==> src/rtl/seven_segment_scan.sv <==
// seven_segment_scan: multiplexed 1..8 digit hex 7-segment driver with dwell/blank timing,
// leading-zero blanking and frame-latched shadow registers.
module seven_segment_scan #(
   parameter int DIGITS         = 2,
   parameter int DWELL_CYCLES   = 16,
   parameter int BLANK_CYCLES   = 2,
   parameter int SEG_ACTIVE_LOW = 1,
   parameter int SEL_ACTIVE_LOW = 0
) (
   input  logic                  clk,
   input  logic                  rst_n,
   input  logic                  enable,
   input  logic [4*DIGITS-1:0]   value,
   input  logic [DIGITS-1:0]     dp,
   input  logic                  blank_lz,
   output logic [6:0]            seg,
   output logic                  seg_dp,
   output logic [DIGITS-1:0]     digit_sel,
   output logic                  frame_done
);
   localparam int CNT_BIG = DWELL_CYCLES > BLANK_CYCLES ? DWELL_CYCLES : BLANK_CYCLES;
   localparam int CW      = $clog2(CNT_BIG > 2 ? CNT_BIG : 2);
   localparam int IW      = DIGITS > 1 ? $clog2(DIGITS) : 1;
   localparam logic [CW-1:0] DWELL_LAST = CW'(DWELL_CYCLES - 1);
   localparam logic [CW-1:0] BLANK_LAST = CW'(BLANK_CYCLES > 0 ? BLANK_CYCLES - 1 : 0);
   localparam logic [IW-1:0] IDX_LAST   = IW'(DIGITS - 1);

   typedef enum logic [1:0] {IDLE, SHOW, BLANK} state_t;

   state_t                fsm_q, fsm_d;
   logic [IW-1:0]         idx_q, idx_d;
   logic [CW-1:0]         cnt_q, cnt_d;
   logic [4*DIGITS-1:0]   val_q, val_d;
   logic [DIGITS-1:0]     dp_q, dp_d;
   logic                  lz_q, lz_d;
   logic                  advance, load, frame_end;
   logic [3:0]            nib;
   logic [6:0]            glyph, seg_on;
   logic [DIGITS-1:0]     sel_on;
   logic                  lit, blanked, dp_on;

   always_ff @(posedge clk or negedge rst_n) begin
      if (!rst_n) begin
         fsm_q <= IDLE;
         idx_q <= '0;
         cnt_q <= '0;
         val_q <= '0;
         dp_q  <= '0;
         lz_q  <= 1'b0;
      end else begin
         fsm_q <= fsm_d;
         idx_q <= idx_d;
         cnt_q <= cnt_d;
         val_q <= val_d;
         dp_q  <= dp_d;
         lz_q  <= lz_d;
      end
   end

   always_comb begin
      fsm_d     = fsm_q;
      idx_d     = idx_q;
      cnt_d     = cnt_q;
      val_d     = val_q;
      dp_d      = dp_q;
      lz_d      = lz_q;
      advance   = 1'b0;
      load      = 1'b0;
      frame_end = 1'b0;
      if (!enable) begin
         fsm_d = IDLE;
      end else begin
         case (fsm_q)
            IDLE: begin
               load  = 1'b1;
               idx_d = '0;
               cnt_d = '0;
               fsm_d = SHOW;
            end
            SHOW: begin
               if (cnt_q != DWELL_LAST) cnt_d = cnt_q + 1'b1;
               else if (BLANK_CYCLES > 0) begin
                  fsm_d = BLANK;
                  cnt_d = '0;
               end else advance = 1'b1;
            end
            BLANK: begin
               if (cnt_q != BLANK_LAST) cnt_d = cnt_q + 1'b1;
               else advance = 1'b1;
            end
            default: fsm_d = IDLE;
         endcase
         if (advance) begin
            cnt_d = '0;
            fsm_d = SHOW;
            // wrap on an explicit last index so non-power-of-two digit counts never alias
            if (idx_q == IDX_LAST) begin
               idx_d     = '0;
               load      = 1'b1;
               frame_end = 1'b1;
            end else idx_d = idx_q + 1'b1;
         end
      end
      if (load) begin
         val_d = value;
         dp_d  = dp;
         lz_d  = blank_lz;
      end
   end

   always_comb begin
      nib = val_q[{idx_q, 2'b00} +: 4];
      case (nib)
         4'h0: glyph = 7'h7E;
         4'h1: glyph = 7'h30;
         4'h2: glyph = 7'h6D;
         4'h3: glyph = 7'h79;
         4'h4: glyph = 7'h33;
         4'h5: glyph = 7'h5B;
         4'h6: glyph = 7'h5F;
         4'h7: glyph = 7'h70;
         4'h8: glyph = 7'h7F;
         4'h9: glyph = 7'h7B;
         4'hA: glyph = 7'h77;
         4'hB: glyph = 7'h1F;
         4'hC: glyph = 7'h4E;
         4'hD: glyph = 7'h3D;
         4'hE: glyph = 7'h4F;
         default: glyph = 7'h47;
      endcase
   end

   // a digit is a leading zero when it and every nibble above it are zero
   assign blanked    = lz_q && idx_q != '0 && (val_q >> {idx_q, 2'b00}) == '0;
   assign lit        = enable && fsm_q == SHOW;
   assign seg_on     = lit && !blanked ? glyph : 7'h00;
   assign dp_on      = lit && dp_q[idx_q];
   assign sel_on     = lit ? DIGITS'(1) << idx_q : '0;
   assign seg        = SEG_ACTIVE_LOW != 0 ? ~seg_on : seg_on;
   assign seg_dp     = SEG_ACTIVE_LOW != 0 ? !dp_on : dp_on;
   assign digit_sel  = SEL_ACTIVE_LOW != 0 ? ~sel_on : sel_on;
   assign frame_done = frame_end;
endmodule

==> config.mk <==
export PLATFORM = sky130hd
export DESIGN_NAME = seven_segment_scan
export DESIGN_NICKNAME = d
export VERILOG_FILES = /design/src/rtl/seven_segment_scan.sv
export SDC_FILE = /design/constraint.sdc
export NUM_CORES = 1
export LEC_CHECK = 0
export CAP_MARGIN = 20
export CELL_PAD_IN_SITES_DETAIL_PLACEMENT = 0
export CELL_PAD_IN_SITES_GLOBAL_PLACEMENT = 1
export CORE_ASPECT_RATIO = 1.5
export CORE_MARGIN = 2
export CORE_UTILIZATION = 40
export DETAILED_ROUTE_END_ITERATION = 16
export PLACE_DENSITY_LB_ADDON = 0.1
export SKIP_CTS_REPAIR_TIMING = 1
export SLEW_MARGIN = 20
export SYNTH_ARGS = -nofsm -noshare
export SYNTH_HDL_FRONTEND = slang
export SYNTH_SLANG_ARGS = --single-unit
==> constraint.sdc <==
create_clock -name clk -period 3.08 [get_ports clk]
set_input_delay 0.616 -clock clk [delete_from_list [all_inputs] [get_ports clk]]
set_output_delay 0.616 -clock clk [all_outputs]
set_load 0.05 [all_outputs]
==> flow_results.xml <==
<?xml version="1.0" encoding="UTF-8"?>
<metrics>
  <group name="clock_network">
    <metric name="cts_num_sinks" unit="">18</metric>
    <metric name="path_clk_slew" unit="ns">0.07</metric>
    <metric name="tritoncts" unit="">done</metric>
    <metric name="cts_buffers" unit="">3</metric>
    <metric name="clock_latency" unit="ns">0.25</metric>
    <metric name="htree_num_levels" unit="">1</metric>
    <metric name="clock_tree.root_cell" unit="">clkbuf_8</metric>
    <metric name="ctsLongestPathBuffers" unit="">2</metric>
  </group>
  <group name="worst_setup_path">
    <metric name="path_class" unit="">reg -&gt; out</metric>
    <metric name="crit_fanout" unit="">10</metric>
    <metric name="crit_chain" unit="">nand2b_1 -&gt; and2_1 -&gt; ha_1 -&gt; a41o_1 -&gt; a21o_1 -&gt; a221o_1 -&gt; buf_4</metric>
    <metric name="max_stage_delay" unit="ns">0.49</metric>
    <metric name="end_kind" unit="">primary output</metric>
    <metric name="critPathRequiredTime" unit="ns">2.46</metric>
    <metric name="critical-path-slowest-cell" unit="">dfrtp_1</metric>
    <metric name="timing.critical_path.arrival" unit="ns">2.25</metric>
    <metric name="worstSetupStartpointType" unit="">register</metric>
  </group>
  <group name="floorplan">
    <metric name="total_die_area" unit="µm²">3890</metric>
    <metric name="start_util" unit="">0.426</metric>
    <metric name="placementRows" unit="">25</metric>
    <metric name="die-height" unit="µm">75.4</metric>
    <metric name="placeableCoreArea" unit="µm²">3190</metric>
    <metric name="die_width" unit="µm">51.6</metric>
    <metric name="boundaryPins" unit="">25</metric>
  </group>
  <group name="grt">
    <metric name="number_of_antenna_violations_at_the_first_check_in_global_routing" unit="">0</metric>
    <metric name="gr-total-overflow" unit="">0</metric>
    <metric name="grtUsageTotal" unit="">0.181</metric>
    <metric name="first_global_vias" unit="">1188</metric>
    <metric name="maximum_number_of_pins_on_one_net_before_global_route_repair" unit="">19</metric>
    <metric name="grt_pass1_wl" unit="µm">5350</metric>
  </group>
  <group name="route">
    <metric name="first_pass_iters" unit="">4</metric>
    <metric name="detail_route.vias_per_cell" unit="">5.36</metric>
    <metric name="drt_first_iter_violations" unit="">14</metric>
    <metric name="num_vias" unit="">1089</metric>
    <metric name="drt.antenna.violating_nets" unit="">0</metric>
    <metric name="drc_errors" unit="">0</metric>
    <metric name="wl_per_cell" unit="µm">14.5</metric>
    <metric name="drt-total-wl" unit="µm">2950</metric>
  </group>
  <group name="place">
    <metric name="dp_worst_setup_slack" unit="ns">0.381</metric>
    <metric name="placed_cells" unit="">199</metric>
    <metric name="detailedPlacementHpwl" unit="µm">2380</metric>
    <metric name="io_buffer_count" unit="">24</metric>
    <metric name="gp_congestion" unit="">0.881</metric>
  </group>
  <group name="pwr">
    <metric name="total_power" unit="mW">0.804</metric>
    <metric name="p_per_area" unit="nW/µm²">473</metric>
    <metric name="ir_drop" unit="mV">0.261</metric>
    <metric name="power.leakage" unit="nW">0.783</metric>
  </group>
  <group name="timing">
    <metric name="tns" unit="ns">0</metric>
    <metric name="timing.final.hold_violations" unit="">0</metric>
    <metric name="timing.final.crit_share" unit="">0.931</metric>
    <metric name="setup_violations" unit="">0</metric>
    <metric name="rsz_0062_raised_after_global_routing" unit="">false</metric>
    <metric name="maxClockFrequency" unit="MHz">349</metric>
    <metric name="tightestPinTransition" unit="ns">0.832</metric>
    <metric name="setup_ws" unit="ns">0.211</metric>
    <metric name="period_minus_slack" unit="ns">2.87</metric>
    <metric name="worst_slew_margin_rel" unit="">0.444</metric>
    <metric name="drv_slew" unit="">0</metric>
    <metric name="final.setup_skew" unit="ns">0.00346</metric>
  </group>
  <group name="synth">
    <metric name="synth_top_cells_by_area" unit="">dfrtp_1 33%, ha_1 13%, mux2_4 11%</metric>
    <metric name="synth_mux_area_frac" unit="">0.149</metric>
    <metric name="syn_warnings" unit="">0</metric>
    <metric name="synth-xor-area-share" unit="">0</metric>
    <metric name="synthSimpleGateAreaFrac" unit="">0.177</metric>
    <metric name="synth-adder-area-share" unit="">0.129</metric>
    <metric name="synth_area" unit="µm²">1360</metric>
    <metric name="synthCells" unit="">137</metric>
    <metric name="synth-seq-cells" unit="">18</metric>
    <metric name="largest_family_of_logic_cells_by_synthesized_area" unit="">simple AND/OR/NAND/NOR gates</metric>
    <metric name="post_synth.cell_area_avg" unit="µm²">9.93</metric>
    <metric name="synth_largest_type_area_fraction" unit="">0.331</metric>
    <metric name="synth-compound-area-share" unit="">0.165</metric>
    <metric name="synth_sequential_area_ratio" unit="">0.331</metric>
    <metric name="synth.net_count" unit="">165</metric>
    <metric name="synthDistinctLibCells" unit="">38</metric>
    <metric name="synth_top_cell_by_area" unit="">dfrtp_1</metric>
  </group>
  <group name="layout">
    <metric name="post_route_cells_drive_above_1_share" unit="">0.215</metric>
    <metric name="finish.utilization" unit="">0.533</metric>
    <metric name="area_growth_syn_to_layout" unit="%">25.0</metric>
    <metric name="layout.nets" unit="">192</metric>
    <metric name="antenna_cells_inserted" unit="">0</metric>
    <metric name="final-instance-count-excl-fill" unit="">203</metric>
  </group>
  <group name="job">
    <metric name="timing.max_cap.violations" unit="">0</metric>
  </group>
  <group name="outcome">
    <metric name="run_status" unit="">complete, no violations</metric>
  </group>
  <group name="hold_path">
    <metric name="timing.hold.worst.class" unit="">reg -&gt; reg</metric>
  </group>
</metrics>
-- cell usage after synthesis (all sizes together) --
cell type and n:
nand4b 1, nor3 5, inv 9, o21ai 8, and3 2, o32ai 1, or3b 1, a21oi 6
a22oi 1, dfrtp 18, nor2 12, o311a 1, and4bb 1, a41o 1, a221o 3, mux2i 3
o211ai 1, buf 3, nand2b 3, nand3 3, a311o 1, and4b 1, a32o 1, a21o 4
or4 1, a211oi 1, nand2 14, clkbuf 1, a211o 1, ha 14, mux2 12, nor3b 1
and2 1, o22ai 1
-- critical path, delay by kind of cell (launching register included) --
family          cells  cell delay (ns)
compound gates      3             0.69
flops               1             0.49
simple gates        2             0.42
fa+ha+maj           1             0.21
buf+inv             1             0.19
-- routing by layer --
metal / GRT usage / vias to the layer above / part of all wire / routed length (µm)
met5: 0 / - / 0 / 0
met4: 0.0614 / 0 / 0.0085 / 25
met1: 0.190 / 524 / 0.39 / 1150
met2: 0.363 / 20 / 0.58 / 1700
li1: - / 543 / - / -
met3: 0.0216 / 2 / 0.025 / 73
-- cell type report --
type                       instances  area, µm²
sequential                        18        450
inverter                           9       33.8
tap                               40       50.0
clock buffer                       4       55.1
multi-input combinational        106        846
timing repair buffer              26        265
fill                             328       1490
-- per-stage QoR --
step | hold slack, ns | cell area (µm²)
3_3_place_gp | 0.495 | 1640
2_1_floorplan | 0.320 | 1360
6_report | 0.512 | 1700
3_5_place_dp | 0.494 | 1640
5_1_grt | 0.534 | 1700
4_1_cts | 0.517 | 1700
-- power by group --
part           leakage, nW  switching, mW  internal, mW  total [mW]
Combinational        0.530          0.162         0.146       0.308
Sequential           0.224         0.0375         0.268       0.306
Clock               0.0288         0.0771         0.113       0.191
Total                0.783          0.277         0.528       0.804
-- placed cells by master (no fill, tap or decap), types with 2 or more instances in the layout --
cell type        count
a21o_1               3
a21oi_1              6
a221o_1              3
buf_12               3
buf_4               10
clkbuf_8             4
clkdlybuf4s50_1     13
dfrtp_1             18
ha_1                14
inv_1                9
mux2_2               2
mux2_4              10
mux2i_1              2
nand2_1             14
nand2b_1             3
nand3_1              3
nor2_1              12
nor3_1               5
o21ai_0              8
-- final timing paths --
path,cells after the start,to,startpoint,slack (ns)
setup / recovery,7,seg[1],idx_q$_DFFE_PN0P_,0.21
hold / removal,1,dp_q[0]$_DFFE_PN0P_,dp_q[0]$_DFFE_PN0P_,0.51
setup reg to reg,6,val_q[1]$_DFFE_PN0P_,fsm_q[0]$_DFFE_PN0P_,1.14
hold reg to reg,1,dp_q[0]$_DFFE_PN0P_,dp_q[0]$_DFFE_PN0P_,0.51
max in group asynchronous,1,cnt_q[3]$_DFFE_PN0P_,rst_n,1.72
min in group asynchronous,1,val_q[0]$_DFFE_PN0P_,rst_n,0.84
-- state kept, by name, indices dropped and copies added (netlist names) --
register and count:
fsm_q 2, idx_q 1, val_q 8, lz_q 1, dp_q 2, cnt_q 4
-- cell families (layout without fill, tap and decap cells) --
group	Yosys count	after routing
compound gates	31	31
fa+ha+maj	14	14
buf+inv	13	39
flops	18	18
mux	15	15
simple gates	46	46
Power figures use the tool's default switching activity.
==> edit: new RTL, config.mk and constraints unchanged <==
The 3 states of `state_t` get a one-hot encoding in 3 bits.
--- a/src/rtl/seven_segment_scan.sv
+++ b/src/rtl/seven_segment_scan.sv
@@ -25,7 +25,7 @@
    localparam logic [CW-1:0] BLANK_LAST = CW'(BLANK_CYCLES > 0 ? BLANK_CYCLES - 1 : 0);
    localparam logic [IW-1:0] IDX_LAST   = IW'(DIGITS - 1);
 
-   typedef enum logic [1:0] {IDLE, SHOW, BLANK} state_t;
+   typedef enum logic [2:0] {IDLE = 3'b001, SHOW = 3'b010, BLANK = 3'b100} state_t;
 
    state_t                fsm_q, fsm_d;
    logic [IW-1:0]         idx_q, idx_d;
Function: no difference found for any inputs over 10 cycles, from zero or initial values and one cycle with rst_n low; not proved beyond that.
==> edit against the original RTL <==
  * Wire length grew 13%
  * Design area grew 6.1%
  * Clock power shrank 9.9%
  * Largest cell class unchanged
  * Sequential cell count grew 1
  * Area after synthesis grew 7.0%
  * Largest power group unchanged
  * Power grew 35%
  * Worst setup slack lost 0.064 ns
  * Die area grew 6.5%
==> edit: results (changes against the original RTL) <==
stage	metric	value	unit	change
status	outcome	finished, final reports clean		
min_path	hp-class	reg -> reg		
clocking	root_buffer	clkbuf_8		
place	place_hpwl	2.577	mm	+8.5%
logic_synthesis	synth_seq_area_share	32.76	%	-0.36 points
global_route	grt_pass1_wl	5.533	mm	+3.3%
worst_setup_path	crit_family	simple AND/OR/NAND/NOR gates		
clocking	h-tree-depth	1		unchanged
power	power.leakage	0.7695	nW	-1.7%
clocking	clkTransAtPathRegs	0.07	ns	about the same
place	place_congestion	0.8341		-5.3%
clocking	clkLatencyLatePin	0.25	ns	about the same
global_route	antenna_found_initial	0		unchanged
worst_setup_path	cp_slowest_stage_delay	0.50	ns	
worst_setup_path	arrival	2.32	ns	+0.07 ns
layout	reg_top3	val_q: 8 flops, cnt_q: 4 flops, fsm_q: 3 flops		
sta	slew-limit-headroom	43.29	%	-1.1 points
worst_setup_path	cp_slowest_cell	dfrtp_2		
drt	drt-pass1-iter-count	4		unchanged
global_route	grt_usage	17.72	%	-0.37 points
global_route	grt_pass1_vias	1225		+3.1%
layout	drive_gt1_share	21.91	%	+0.44 points
clocking	cts_made_buffers	3		unchanged
clocking	cts_buffer_depth	2		unchanged
logic_synthesis	synth.distinct_cells	43		+13%
place	io_buffers	24		unchanged
sta	hold_violations	0		unchanged
drt	drtIter0Drc	18		+4
layout	diodes	0		unchanged
drt	wl_per_cell	15.15	µm	+4.2%
layout	fillCellCount	347		+5.8%
logic_synthesis	async_flop_share	100.0	%	unchanged
logic_synthesis	yosys_warnings	0		unchanged
layout	final_nets	201		+4.7%
logic_synthesis	syn_nets	178		+7.9%
logic_synthesis	synthFlopType	dfrtp_1		
sta	fin_skew	0.002189	ns	-0.001270 ns
worst_setup_path	crit_fanout	12		+2
drt	via_per_inst	5.368		about the same
logic_synthesis	synthTopCellsByArea	dfrtp_1, mux2_4, ha_1, nand2_1, mux2i_1		
logic_synthesis	ys_top_cells_by_count	dfrtp_1, nand2_1, inv_1		
global_route	grt_max_degree	20		+1
power	peakVddDrop	0.2812	mV	+7.8%
==> edit: cell count changes in the layout (fill, tap and decap cells not counted), sizes merged, moves of 3 or more <==
cell / delta
nor3b: +3
a221o: -3
a31oi: +3
xnor2: +3
a21o: -3
ha: -6
nand2b: +3
==> edit: worst paths after layout <==
path	cells past startpoint	from	slack, ns	to
setup / recovery	8	idx_q	0.15	seg[3]
hold / removal	1	dp_q[0]	0.51	dp_q[0]
setup reg to reg	6	cnt_q[1]	0.96	val_q[4]
hold reg to reg	1	dp_q[0]	0.51	dp_q[0]
max in group asynchronous	1	rst_n	1.66	idx_q
min in group asynchronous	1	rst_n	0.84	cnt_q[2]
==> edit: report_power, final <==
group / total, mW / internal [mW] / switching, mW
clock: 0.172 / 0.0898 / 0.0822
combinational: 0.504 / 0.267 / 0.237
sequential: 0.411 / 0.315 / 0.0965
total: 1.09 / 0.672 / 0.415
==> edit: layout make-up <==
type / count / area share (%)
Clock buffer: 3 / 2.288
Clock inverter: 1 / 0.2774
Inverter: 11 / 2.288
Multi-Input combinational cell: 116 / 48.82
Sequential cell: 19 / 26.49
Tap cell: 42 / 2.913
Timing Repair Buffer: 28 / 16.92
==> edit: cells by family (layout without fill, tap and decap cells) <==
logic type	Yosys count	after routing	share of synthesized area, %
buffers and inverters	21	43	6.964
XOR/XNOR	4	4	2.408
flip-flops	19	19	32.76
multiplexers	18	18	16.85
AND/OR/NAND/NOR	51	51	18.32
adder cells (fa/ha/maj)	8	8	6.879
AO/OA/AOI/OAI	35	35	15.82
==> edit: layer usage <==
layer | wire (µm) | GRT usage (%) | share of wire [%] | vias to the layer above
li1 | - | - | - | 591
met1 | 1343 | 19.85 | 40 | 567
met2 | 1878 | 31.73 | 56 | 21
met3 | 87 | 2.692 | 2.6 | 2
met4 | 23 | 7.179 | 0.69 | 0
met5 | 0 | 0 | 0 | -
==> edit: worst register-to-register path, stage by stage (launching register included) <==
cell and delay [ns]:
dfrtp_1 0.39, inv_1 0.06, ha_1 0.20, or3b_4 0.25
nor3_2 0.05, o21ai_2 0.64, mux2_2 0.41
==> edit: metrics by stage <==
stage	total power [mW]	cells	setup WS, ns	utilization [%]	cell area [µm²]
2_1_floorplan	0.7789	156	-0.1400	-	1455
3_3_place_gp	0.9104	216	0.3318	50.83	1753
3_5_place_dp	0.9194	216	0.2964	50.83	1753
4_1_cts	1.100	220	0.06057	52.18	1799
5_1_grt	1.175	220	0.01290	52.32	1804
6_report	1.087	220	0.1472	52.32	1804
